**src/rtl/uart_pkg.sv**
```systemverilog
// Shared UART definitions: state encodings, frame width and bit-timing derivation,
// so the transmitter and receiver always agree on the same numbers.
package uart_pkg;

    typedef enum logic [1:0] {
        ST_IDLE  = 2'd0,
        ST_START = 2'd1,
        ST_DATA  = 2'd2,
        ST_STOP  = 2'd3
    } uart_state_e;

    localparam int DATA_BITS = 8;

    // Integer division truncates; 25 MHz / 115200 gives 217 clocks per bit.
    function automatic int calc_clks_per_bit(input int clk_freq, input int baud);
        return clk_freq / baud;
    endfunction

    function automatic int calc_half_bit(input int clk_freq, input int baud);
        return calc_clks_per_bit(clk_freq, baud) / 2;
    endfunction

    function automatic logic majority3(input logic a, input logic b, input logic c);
        return (a & b) | (a & c) | (b & c);
    endfunction

endpackage

```
**src/rtl/uart_rx.sv**
```systemverilog
// 8N1 UART receiver with a 2-flop input synchronizer, 3-sample majority filter
// at mid-bit, and a one-entry valid/ready holding register.
module uart_rx
    import uart_pkg::*;
#(
    parameter int CLK_FREQ = 25_000_000,
    parameter int BAUD     = 115200
) (
    input  logic                 i_Clk,
    input  logic                 rst,
    input  logic                 rx_in,
    output logic [DATA_BITS-1:0] rx_data,
    output logic                 rx_valid,
    input  logic                 rx_ready,
    output logic                 rx_frame_err,
    output logic                 rx_overrun,
    output logic                 rx_busy
);

    localparam int CLKS_PER_BIT = calc_clks_per_bit(CLK_FREQ, BAUD);
    localparam int H            = calc_half_bit(CLK_FREQ, BAUD);
    localparam int CNT_W        = $clog2(CLKS_PER_BIT);
    localparam int IDX_W        = $clog2(DATA_BITS);

    localparam logic [CNT_W-1:0] CNT_LAST = CNT_W'(CLKS_PER_BIT - 1);
    localparam logic [CNT_W-1:0] CNT_S0   = CNT_W'(H - 1);
    localparam logic [CNT_W-1:0] CNT_S1   = CNT_W'(H);
    localparam logic [CNT_W-1:0] CNT_EVAL = CNT_W'(H + 1);
    localparam logic [IDX_W-1:0] IDX_LAST = IDX_W'(DATA_BITS - 1);

    if (CLKS_PER_BIT < 8) begin : g_cfg_check
        $error("uart_rx: CLKS_PER_BIT must be at least 8");
    end

    logic sync1_q, sync2_q, prev_q;

    uart_state_e          state_q, state_d;
    logic [CNT_W-1:0]     cnt_q,   cnt_d;
    logic [IDX_W-1:0]     idx_q,   idx_d;
    logic [1:0]           samp_q,  samp_d;
    logic [DATA_BITS-1:0] shift_q, shift_d;
    logic [DATA_BITS-1:0] data_q,  data_d;
    logic                 valid_q, valid_d;
    logic                 ferr_q,  ferr_d;
    logic                 ovr_q,   ovr_d;

    logic fall, maj, at_eval, at_last, complete;

    // Synchronizer and edge-detect flops reset to the idle (high) level so that
    // releasing reset never looks like a start edge.
    always_ff @(posedge i_Clk) begin
        if (rst) begin
            sync1_q <= 1'b1;
            sync2_q <= 1'b1;
            prev_q  <= 1'b1;
        end else begin
            sync1_q <= rx_in;
            sync2_q <= sync1_q;
            prev_q  <= sync2_q;
        end
    end

    // NOTE: sequential state uses non-blocking assignments so every flop samples
    // pre-edge values regardless of block ordering.
    always_ff @(posedge i_Clk) begin
        if (rst) begin
            state_q <= ST_IDLE;
            cnt_q   <= '0;
            idx_q   <= '0;
            samp_q  <= '0;
            shift_q <= '0;
            data_q  <= '0;
            valid_q <= 1'b0;
            ferr_q  <= 1'b0;
            ovr_q   <= 1'b0;
        end else begin
            state_q <= state_d;
            cnt_q   <= cnt_d;
            idx_q   <= idx_d;
            samp_q  <= samp_d;
            shift_q <= shift_d;
            data_q  <= data_d;
            valid_q <= valid_d;
            ferr_q  <= ferr_d;
            ovr_q   <= ovr_d;
        end
    end

    assign fall    = prev_q & ~sync2_q;
    assign maj     = majority3(samp_q[1], samp_q[0], sync2_q);
    assign at_eval = (cnt_q == CNT_EVAL);
    assign at_last = (cnt_q == CNT_LAST);

    // NOTE: every signal driven here gets a default first, so no path can
    // leave one unassigned and infer a latch.
    always_comb begin
        state_d  = state_q;
        cnt_d    = cnt_q + CNT_W'(1);
        idx_d    = idx_q;
        samp_d   = samp_q;
        shift_d  = shift_q;
        data_d   = data_q;
        valid_d  = valid_q;
        ferr_d   = 1'b0;
        ovr_d    = 1'b0;
        complete = 1'b0;

        if (cnt_q == CNT_S0) samp_d[1] = sync2_q;
        if (cnt_q == CNT_S1) samp_d[0] = sync2_q;

        case (state_q)
            ST_IDLE: begin
                cnt_d = '0;
                idx_d = '0;
                if (fall) state_d = ST_START;
            end
            ST_START: begin
                if (at_eval && maj) begin
                    state_d = ST_IDLE;
                    cnt_d   = '0;
                end else if (at_last) begin
                    state_d = ST_DATA;
                    cnt_d   = '0;
                    idx_d   = '0;
                end
            end
            ST_DATA: begin
                if (at_eval) shift_d[idx_q] = maj;
                if (at_last) begin
                    cnt_d = '0;
                    if (idx_q == IDX_LAST) state_d = ST_STOP;
                    else                   idx_d   = idx_q + IDX_W'(1);
                end
            end
            ST_STOP: begin
                // Finish at mid stop bit so a back-to-back start edge is not missed.
                if (at_eval) begin
                    state_d = ST_IDLE;
                    cnt_d   = '0;
                    if (maj) complete = 1'b1;
                    else     ferr_d   = 1'b1;
                end
            end
            default: begin
                state_d = ST_IDLE;
                cnt_d   = '0;
            end
        endcase

        if (complete) begin
            if (!valid_q || rx_ready) begin
                data_d  = shift_q;
                valid_d = 1'b1;
            end else begin
                ovr_d = 1'b1;
            end
        end else if (valid_q && rx_ready) begin
            valid_d = 1'b0;
        end
    end

    assign rx_data      = data_q;
    assign rx_valid     = valid_q;
    assign rx_frame_err = ferr_q;
    assign rx_overrun   = ovr_q;
    assign rx_busy      = (state_q != ST_IDLE);

endmodule

```
**config.mk**
```make
export PLATFORM = sky130hd
export DESIGN_NAME = uart_rx
export DESIGN_NICKNAME = d
export VERILOG_FILES = /design/src/rtl/uart_pkg.sv /design/src/rtl/uart_rx.sv
export SDC_FILE = /design/constraint.sdc
export NUM_CORES = 1
export LEC_CHECK = 0
export CORE_ASPECT_RATIO = 0.8
export CORE_MARGIN = 4
export CORE_UTILIZATION = 40
export DETAILED_ROUTE_END_ITERATION = 12
export SYNTH_ARGS = -nofsm -noshare
export SYNTH_HDL_FRONTEND = slang
export SYNTH_SLANG_ARGS = --single-unit
```
**constraint.sdc**
```tcl
create_clock -name i_Clk -period 1.71 [get_ports i_Clk]
set_clock_uncertainty 0.15 [all_clocks]
set_input_delay 0.2565 -clock i_Clk [delete_from_list [all_inputs] [get_ports i_Clk]]
set_output_delay 0.2565 -clock i_Clk [all_outputs]
set_load 0.005 [all_outputs]
```
-- Word level (Yosys, flattened, before mapping)
Index checks and enable logic that the tools add are counted.
- register bits: 37
- latch bits: 0
- RAM bits: 0
- ROM bits: 0
- input bits: 4
- output and inout port bits: 12
- word-level logic and storage cells: 87
- memories kept: 0
- $add $sub $neg: 2
- multiply operators: 0
- div/mod/pow operators: 0
- order comparisons: 2
- equality and inequality tests: 17
- shift operators: 0
- mux-type cells: 27
- bitwise logic cells: 10
- reductions and logical operators: 16
- operators by type and width (kind ; number):
    case mux 8 bit (4 select lines) ; 1
    == test 8 x 7 -> 1 bit (second input constant) ; 3
    2-to-1 mux 8 bit ; 3
    inequality test 2 bit (second input constant) ; 7
    2-to-1 mux 2 bit ; 6
    2-to-1 mux 3 bit ; 4
    AND reduction 5 bit ; 2
    2-to-1 mux 1 bit ; 9
    case mux 3 bit (3 select lines) ; 1
    adder 8 x 1 -> 8 bit (second input constant) ; 1
    bitwise mux 8 bit ; 1
    == test 8 bit (second input constant) ; 1
    case mux 2 bit (4 select lines) ; 1
    AND reduction 2 bit ; 3
    AND 1 bit ; 4
    == test 2 bit (second input constant) ; 2
    less-than comparator 3 x 4 -> 1 bit (second input constant) ; 1
    inverter 1 bit ; 4
    nonzero test 2 bit ; 2
    adder 3 x 1 -> 3 bit (second input constant) ; 1
    demux 1 bit (select 3 bit) ; 1
    == test 3 bit (second input constant) ; 1
    greater-or-equal comparator 3 x 1 -> 1 bit (second input constant) ; 1
    logical AND 1 bit ; 3
    other kinds (10) ; 11

-- Depth between registers and ports, before layout
Gate-level depths: netlist (run 1).
- depth in word-level cells: 8
- gate-level depth with buffers: 7
- mapped depth without buffers: 6

-- Worst setup path before layout (run 1)
No wires, ideal clock.
- path type: reg2reg
- start point: reg cnt_q[0]
- end point: reg cnt_q[2]
- setup time: 0.129 ns
- arrival time: 1.369 ns
- data required time: 1.431 ns
- setup slack: 0.062 ns
- stages on the path, launching flop included: 6
- path buffers: 0
- period minus slack after synthesis: 1.648 ns
- cell sequence: dfxtp_1 ha_1 and3_1 o211ai_1 a221oi_4 nor2_1
- cells in the longest elaborated chain, start to end: 4
- elaborated cells on any way between the ends: 8
- classes of those cells: add/sub (1); eq/ne (2); mux (4); reduce/logical (1)
- RTL lines (what ; RTL line ; text):
    from (decl) ; uart_rx.sv:38 ; logic [CNT_W-1:0] cnt_q, cnt_d;
    from (signal assigned) ; uart_rx.sv:78 ; cnt_q <= cnt_d;
    adder 8 x 1 -> 8 bit, or another cell as far along ; uart_rx.sv:98 ; cnt_d = cnt_q + CNT_W'(1);
    2-to-1 mux 8 bit / logical AND 1 bit (equally long branches) ; uart_rx.sv:121, uart_rx.sv:129, uart_rx.sv:118 ;
    2-to-1 mux 8 bit ; uart_rx.sv:118 ; if (at_eval && maj) begin
    case mux 8 bit (4 select lines) (*) ; uart_rx.sv:111 ; case (state_q)
Every way passes the cells marked *; elsewhere a longest branch is shown, timed or not.
A chain may end at the register's enable or synchronous reset.

-- Worst setup path in the final report (run 1)
- start point: reg cnt_q[1]
- end point: reg cnt_q[2]
The elaborated chain is that of the path after synthesis.

==> flow_metrics.py, run 1 <==
metrics = {
    "outcome": {
        "run_status": "complete, but fails checks",
        "violations": "negative setup slack",
    },
    "final_layout": {
        "final_cell_mix": "dfxtp_1 (33), nand2_1 (27), mux2i_1 (21), buf_4 (21), clkdlybuf4s50_1 (14)",
        "final_util": 0.5769,
        "nNetsFinal": 221,
        "areaGrowthSynthToFinish_pct": 34.73,
        "layout_commonest_cell": "dfxtp_1",
        "final_cells": 268,
        "fillers": 335,
        "drive_gt1_frac": 0.2629,
        "diodes": 0,
    },
    "logic_synthesis": {
        "synth_nets": 181,
        "seq_area_frac_synth": 0.4431,
        "yosysWarnings": 0,
        "syn_inst": 172,
        "ys_seq_elements": 37,
        "synth_area_per_cell_um2": 9.719,
        "netlist_area_um2": 1672,
        "synth_cell_types": 38,
    },
    "power_and_ir_drop": {
        "clkPwrFrac": 0.450,
        "switchingPower_uw": 322.9,
        "p_per_area_nw_per_um2": 755.0,
        "vdd_drop_max_v": 0.0005208,
        "p_int_mw": 1.377,
        "power_frac_comb": 0.038,
        "p_total_mw": 1.700,
        "p_leak_nw": 0.8774,
        "p_sw_frac": 0.1899,
        "p_seq_frac": 0.513,
    },
    "drt": {
        "drtAntennaViolNets": 0,
        "drt-initial-drc-count": 70,
        "vias": 1332,
        "route.detailed.drc": 0,
        "firstDrtPassIters": 4,
        "wl_per_cell_um": 13.21,
        "viasPerCell": 4.970,
        "wl_mm": 3.539,
    },
    "global_route": {
        "grt_usage": 0.1522,
        "use_met3": 0.05450,
        "gr-usage-met2": 0.2376,
        "gr-usage-met1": 0.2002,
        "overflow": 0,
        "antenna_found_initial": 0,
        "grt_pass1_vias": 1320,
        "grt_max_degree": 20,
        "grt_pass1_wl_mm": 6.182,
        "top_usage_layer": "met2",
    },
    "critical_path": {
        "critPathBufInv": 2,
        "cp_top_family": "compound AO/OA/AOI/OAI gates",
        "cp-start-kind": "flip-flop",
        "cp_max_fo": 8,
        "crit_type": "reg2reg",
        "ff2ff_path_depth": 7,
        "crit_cells": 7,
        "slowest_delay_ns": 0.34,
        "critPathSlowestCell": "a221oi_4",
        "cp.arrival_ns": 1.74,
        "cp.required_ns": 1.73,
        "crit_path_end_kind": "flip-flop",
        "cp_cell_sequence": "inv_2, ha_1, and3_4, o211ai_1, a221oi_4, buf_12, nor2_1",
    },
    "cts": {
        "cts_tree": "built",
        "cts_buffers": 5,
        "cts_num_sinks": 37,
        "cts.htree.levels": 2,
        "clk_pin_slew_worst_paths_ns": 0.07,
        "cts_hold_buf": 0,
        "clock_latency_ns": 0.28,
        "clock_path_buffers": 2,
        "ctsRootBufferMaster": "clkbuf_8",
    },
    "die": {
        "io_pins": 16,
        "core-area_um2": 3904,
        "num_rows": 20,
        "dieWidth_um": 80.28,
        "dieHeight_um": 65.82,
        "die-area_um2": 5284,
        "start_util": 0.4282,
    },
    "placement": {
        "gp_congestion": 0.8112,
        "pre_cts_ws_ns": -0.1579,
        "place_inst": 256,
        "dp_hpwl_mm": 2.664,
        "port_buffers": 15,
    },
    "timing": {
        "setup_viol": 4,
        "setup_slack_ns": -0.005258,
        "slew_headroom": 0.7166,
        "whs_ns": 0.2676,
        "rsz0062_at_grt": "yes",
        "tightest_slew_ns": 0.4219,
        "max_freq_ghz": 0.5830,
        "fin_crit_ns": 1.715,
        "fin_crit_sh": 1.003,
        "maxSlewViolCount": 0,
        "finalHoldViolCount": 0,
    },
    "job": {
        "drv_cap": 0,
    },
    "min_path": {
        "hold_path_depth": 1,
        "hp-class": "reg2reg",
    },
}
## power by group through the flow
stage                     Sequential, mW  Combinational [mW]  Clock [mW]
after global routing               0.872              0.0701       0.828
after global placement             0.890              0.0562           0
after CTS                          0.871              0.0639       0.784
after detailed placement           0.891              0.0575           0
final                              0.872              0.0644       0.764
after floorplan                    0.889              0.0333           0
## synth_stat cells, drive strengths merged
master | number | area share
dfxtp | 37 | 0.44
nand2 | 29 | 0.067
mux2i | 21 | 0.13
nor2 | 11 | 0.025
nor3 | 7 | 0.021
ha | 5 | 0.037
nand2b | 5 | 0.019
xor2 | 5 | 0.026
a21oi | 4 | 0.012
inv | 4 | 0.0090
nand4 | 4 | 0.015
or2 | 4 | 0.015
and2 | 3 | 0.011
buf | 3 | 0.013
clkbuf | 3 | 0.0067
nor2b | 3 | 0.011
nor4 | 3 | 0.011
a22oi | 2 | 0.0090
nand3 | 2 | 0.0060
nor4b | 2 | 0.018
a211oi | 1 | 0.0045
a221oi | 1 | 0.016
and3 | 1 | 0.0037
and3b | 1 | 0.0052
and4 | 1 | 0.0052
and4b | 1 | 0.0060
and4bb | 1 | 0.0097
maj3 | 1 | 0.0060
nand3b | 1 | 0.0045
nand4b | 1 | 0.0052
o211ai | 1 | 0.0045
o311ai | 1 | 0.016
o31ai | 1 | 0.0045
or3 | 1 | 0.0037
xnor2 | 1 | 0.0052
## metrics by stage
| stage | instance area [um^2] | setup TNS [ns] |
|---|---|---|
| after floorplan | 1672 | 0 |
| after global placement | 2021 | -0.6006 |
| after detailed placement | 2021 | -1.993 |
| after CTS | 2212 | -0.1523 |
| after global routing | 2252 | -1.022 |
| final | 2252 | -0.009057 |
## routing by layer
layer	wire length [um]	up-vias
met2	1557	22
met5	0	-
met4	28	0
li1	-	679
met3	155	4
met1	1798	627
## sequential cells by signal (all words and copies together), names as in the netlist, named ones only
register / cells
cnt_q: 8
idx_q: 3
prev_q: 1
rx_data: 8
rx_frame_err: 1
rx_overrun: 1
rx_valid: 1
samp_q: 2
shift_q: 8
state_q: 1
sync1_q: 1
sync2_q: 1
## cells by family after synthesis
kind of cell / synth area share
AND/OR/NAND/NOR: 0.2620
multiplexers: 0.1257
flip-flops: 0.4431
AO/OA/AOI/OAI: 0.06588
XOR/XNOR: 0.03144
adder cells (fa/ha/maj): 0.04341
buffers and inverters: 0.02844
## layout make-up
cell class,instances,area (um^2),share of cell area
clock buffers,7,86.33,0.03833
clock inverters,1,30.03,0.01333
inverters,4,15.01,0.006667
multi-input cells,125,948.4,0.4211
flip-flops and latches,37,745.7,0.3311
well taps,55,68.82,0.03056
repair buffers,39,357.8,0.1589
## final timing paths
check	startpoint	to	slack, ns
min	sync1_q	sync2_q	0.27
min reg2reg	sync1_q	sync2_q	0.27
max reg2reg	cnt_q[1]	cnt_q[2]	-0.005
max	cnt_q[1]	cnt_q[2]	-0.005
## what timing repair did
item / 4_1_cts / 5_1_grt
setup buffers: 4 / 0
gates resized for setup: 14 / 8
endpoints found under the setup margin: 20 / 23
pin swaps: 8 / 5
Note: power is estimated with default switching activity, not from simulation.
==> run 2, diff against run 1 <==
- SLEW_MARGIN: not set -> 0
==> results of run 2 <==
No change in the layout: final DEF, timing and power equal those of run 1.
==> run 3, diff against run 2 <==
--- a/config.mk
+++ b/config.mk
@@ -7,2 +7,3 @@
 export LEC_CHECK = 0
+export ABC_CLOCK_PERIOD_IN_PS = 1710
 export CORE_ASPECT_RATIO = 0.8
@@ -11,2 +12,3 @@
 export DETAILED_ROUTE_END_ITERATION = 12
+export DONT_BUFFER_PORTS = 1
 export SLEW_MARGIN = 0
==> constraint.sdc (replaced) <==
create_clock -name i_Clk -period 1.71 [get_ports i_Clk]
set_clock_uncertainty 0.15 [all_clocks]
set_input_delay 0.342 -clock i_Clk [delete_from_list [all_inputs] [get_ports i_Clk]]
set_output_delay 0.342 -clock i_Clk [all_outputs]
set_load 0.005 [all_outputs]
==> run 3 against run 2 <==
The flow still finishes with violations (negative setup slack); maximum frequency decreased by 1.0%; sequential power about the same; wire length increased by 1.2%; clock-buffer cell count decreased by 2; register-to-register slack got worse by 0.02 ns; design area decreased by 7.4%; via count decreased by 3.2%; worst setup slack got worse by 0.018 ns; hold slack got worse by 0.24 ns; die area unchanged; sequential share of layout area increased by 2.7 points; critical path type unchanged; largest cell class unchanged.
==> flow_metrics.py, run 3 (synthesized netlist as in run 1, its figures left out) <==
metrics = {
    "drt": {
        "drtAntennaViolNets": 0,
        "viasPerCell": 5.095,
        "firstDrtPassIters": 4,
        "wl_per_cell_um": 14.16,
        "drt-initial-drc-count": 56,
        "route.detailed.drc": 0,
        "wl_mm": 3.583,
        "vias": 1289,
    },
    "die": {
        "dieHeight_um": 65.82,
        "die-area_um2": 5284,
        "core-area_um2": 3904,
        "io_pins": 16,
        "dieWidth_um": 80.28,
        "start_util": 0.4282,
        "num_rows": 20,
    },
    "final_layout": {
        "final_util": 0.5340,
        "multiInputGateArea_um2": 960.9,
        "diodes": 0,
        "nNetsFinal": 206,
        "drive_gt1_frac": 0.2980,
        "final_cell_mix": "dfxtp_1 (34), nand2_1 (27), mux2i_1 (21), buf_4 (21), nor2_1 (8)",
        "ff_latch_area_um2": 747.0,
        "layout_commonest_cell": "dfxtp_1",
        "areaGrowthSynthToFinish_pct": 24.70,
        "final_area_um2": 2085,
        "final_cells": 253,
        "fillers": 365,
    },
    "global_route": {
        "overflow": 0,
        "grt_pass1_vias": 1318,
        "antenna_found_initial": 0,
        "grt_pass1_wl_mm": 6.230,
        "grt_max_degree": 14,
        "grt_usage": 0.1547,
    },
    "timing": {
        "fin_crit_ns": 1.733,
        "max_freq_ghz": 0.5771,
        "setup_tns_ns": -0.1448,
        "setup_viol": 8,
        "maxSlewViolCount": 0,
        "tightest_slew_ns": 0.3827,
        "slew_headroom": 0.7445,
        "finalHoldViolCount": 0,
        "setup_slack_ns": -0.02282,
        "fin_crit_sh": 1.013,
        "rsz0062_at_grt": "yes",
    },
    "power_and_ir_drop": {
        "p_total_mw": 1.538,
        "p_per_area_nw_per_um2": 737.9,
        "vdd_drop_max_v": 0.0005099,
        "p_leak_nw": 0.7754,
    },
    "placement": {
        "port_buffers": 0,
        "dp_hpwl_mm": 2.541,
        "place_area_um2": 1851,
        "place_inst": 240,
        "gp_congestion": 0.7600,
    },
    "critical_path": {
        "crit_path_end_kind": "flip-flop",
        "cp-start-kind": "flip-flop",
        "crit_type": "reg2reg",
        "cp.arrival_ns": 1.77,
        "cp_max_fo": 8,
        "cp.required_ns": 1.75,
        "ff2ff_path_depth": 8,
    },
    "cts": {
        "cts_tree": "built",
        "cts_buffers": 5,
        "cts_num_sinks": 37,
        "cts.htree.levels": 2,
        "ctsRootBufferMaster": "clkbuf_8",
        "clock_latency_ns": 0.29,
        "clk_pin_slew_worst_paths_ns": 0.07,
        "clock_path_buffers": 2,
    },
    "min_path": {
        "hold_path_depth": 1,
        "hp-class": "in2reg",
    },
    "outcome": {
        "run_status": "complete, but fails checks",
        "violations": "negative setup slack",
    },
    "job": {
        "drv_cap": 0,
    },
}
run 3: cell types whose count changed in the layout (fill, tap and decap cells not counted), moves of 2 or more:
cell | previous run | this run
clkdlybuf4s50_1 | 14 | 0
dfxtp_2 | 4 | 2
dlygate4sd3_1 | 0 | 2
inv_2 | 3 | 1
inv_4 | 0 | 2
nor2_1 | 11 | 8
nor2_2 | 0 | 3
run 3: timing repair:
action / 4_1_cts / 5_1_grt
buffers inserted: 2 / 1
cloned: 0 / 0
pin swaps: 7 / 7
gates resized for setup: 18 / 8
hold buffers: 2 / 0
hold endpoints to repair: 9 / 0
setup endpoints to repair: 11 / 21
run 3: report_power, final:
part | switching [mW] | total, mW | leakage (nW) | internal [mW]
registers | 0.00508 | 0.870 | 0.300 | 0.865
clock network | 0.325 | 0.614 | 0.0445 | 0.289
logic | 0.0280 | 0.0543 | 0.430 | 0.0264
run 3: critical path, stage by stage (launching register included):
cell and delay, ns:
dfxtp_2 0.34, inv_4 0.07, ha_4 0.12, and3_4 0.21, o211ai_1 0.09, buf_4 0.16, a221oi_4 0.30, buf_12 0.16
nor2b_1 0.04
run 3: metal layers:
metal / up-vias / part of all wire / GRT usage
met5: - / 0 / 0
met4: 0 / 0.016 / 0.06962
met3: 7 / 0.051 / 0.04496
met2: 25 / 0.47 / 0.2562
met1: 612 / 0.46 / 0.1855
li1: 645 / - / -
run 3: final cells by class:
class / count / share of cell area
Tap cell: 55 / 0.03301
Clock buffer: 5 / 0.03301
Sequential cell: 37 / 0.3583
Multi-Input combinational cell: 125 / 0.4610
Clock inverter: 3 / 0.01020
Timing Repair Buffer: 24 / 0.09484
Inverter: 4 / 0.009604
run 3: per-stage QoR:
| step | hold slack, ns | setup WS, ns |
|---|---|---|
| finish | 0.02632 | -0.02282 |
| floorplan | 0.2395 | 0.06220 |
| detailed placement | 0.2487 | -0.1409 |
| global placement | 0.2439 | -0.02218 |
| global route | 0.01793 | -0.09424 |
| CTS | 0.01536 | -0.03702 |
run 3: final timing paths:
path	slack, ns	end	startpoint
worst min-delay path	0.03	prev_q	rst
worst max-delay path	-0.02	cnt_q[1]	cnt_q[1]
worst max register to register	-0.02	cnt_q[1]	cnt_q[1]
worst min register to register	0.26	sync2_q	sync1_q
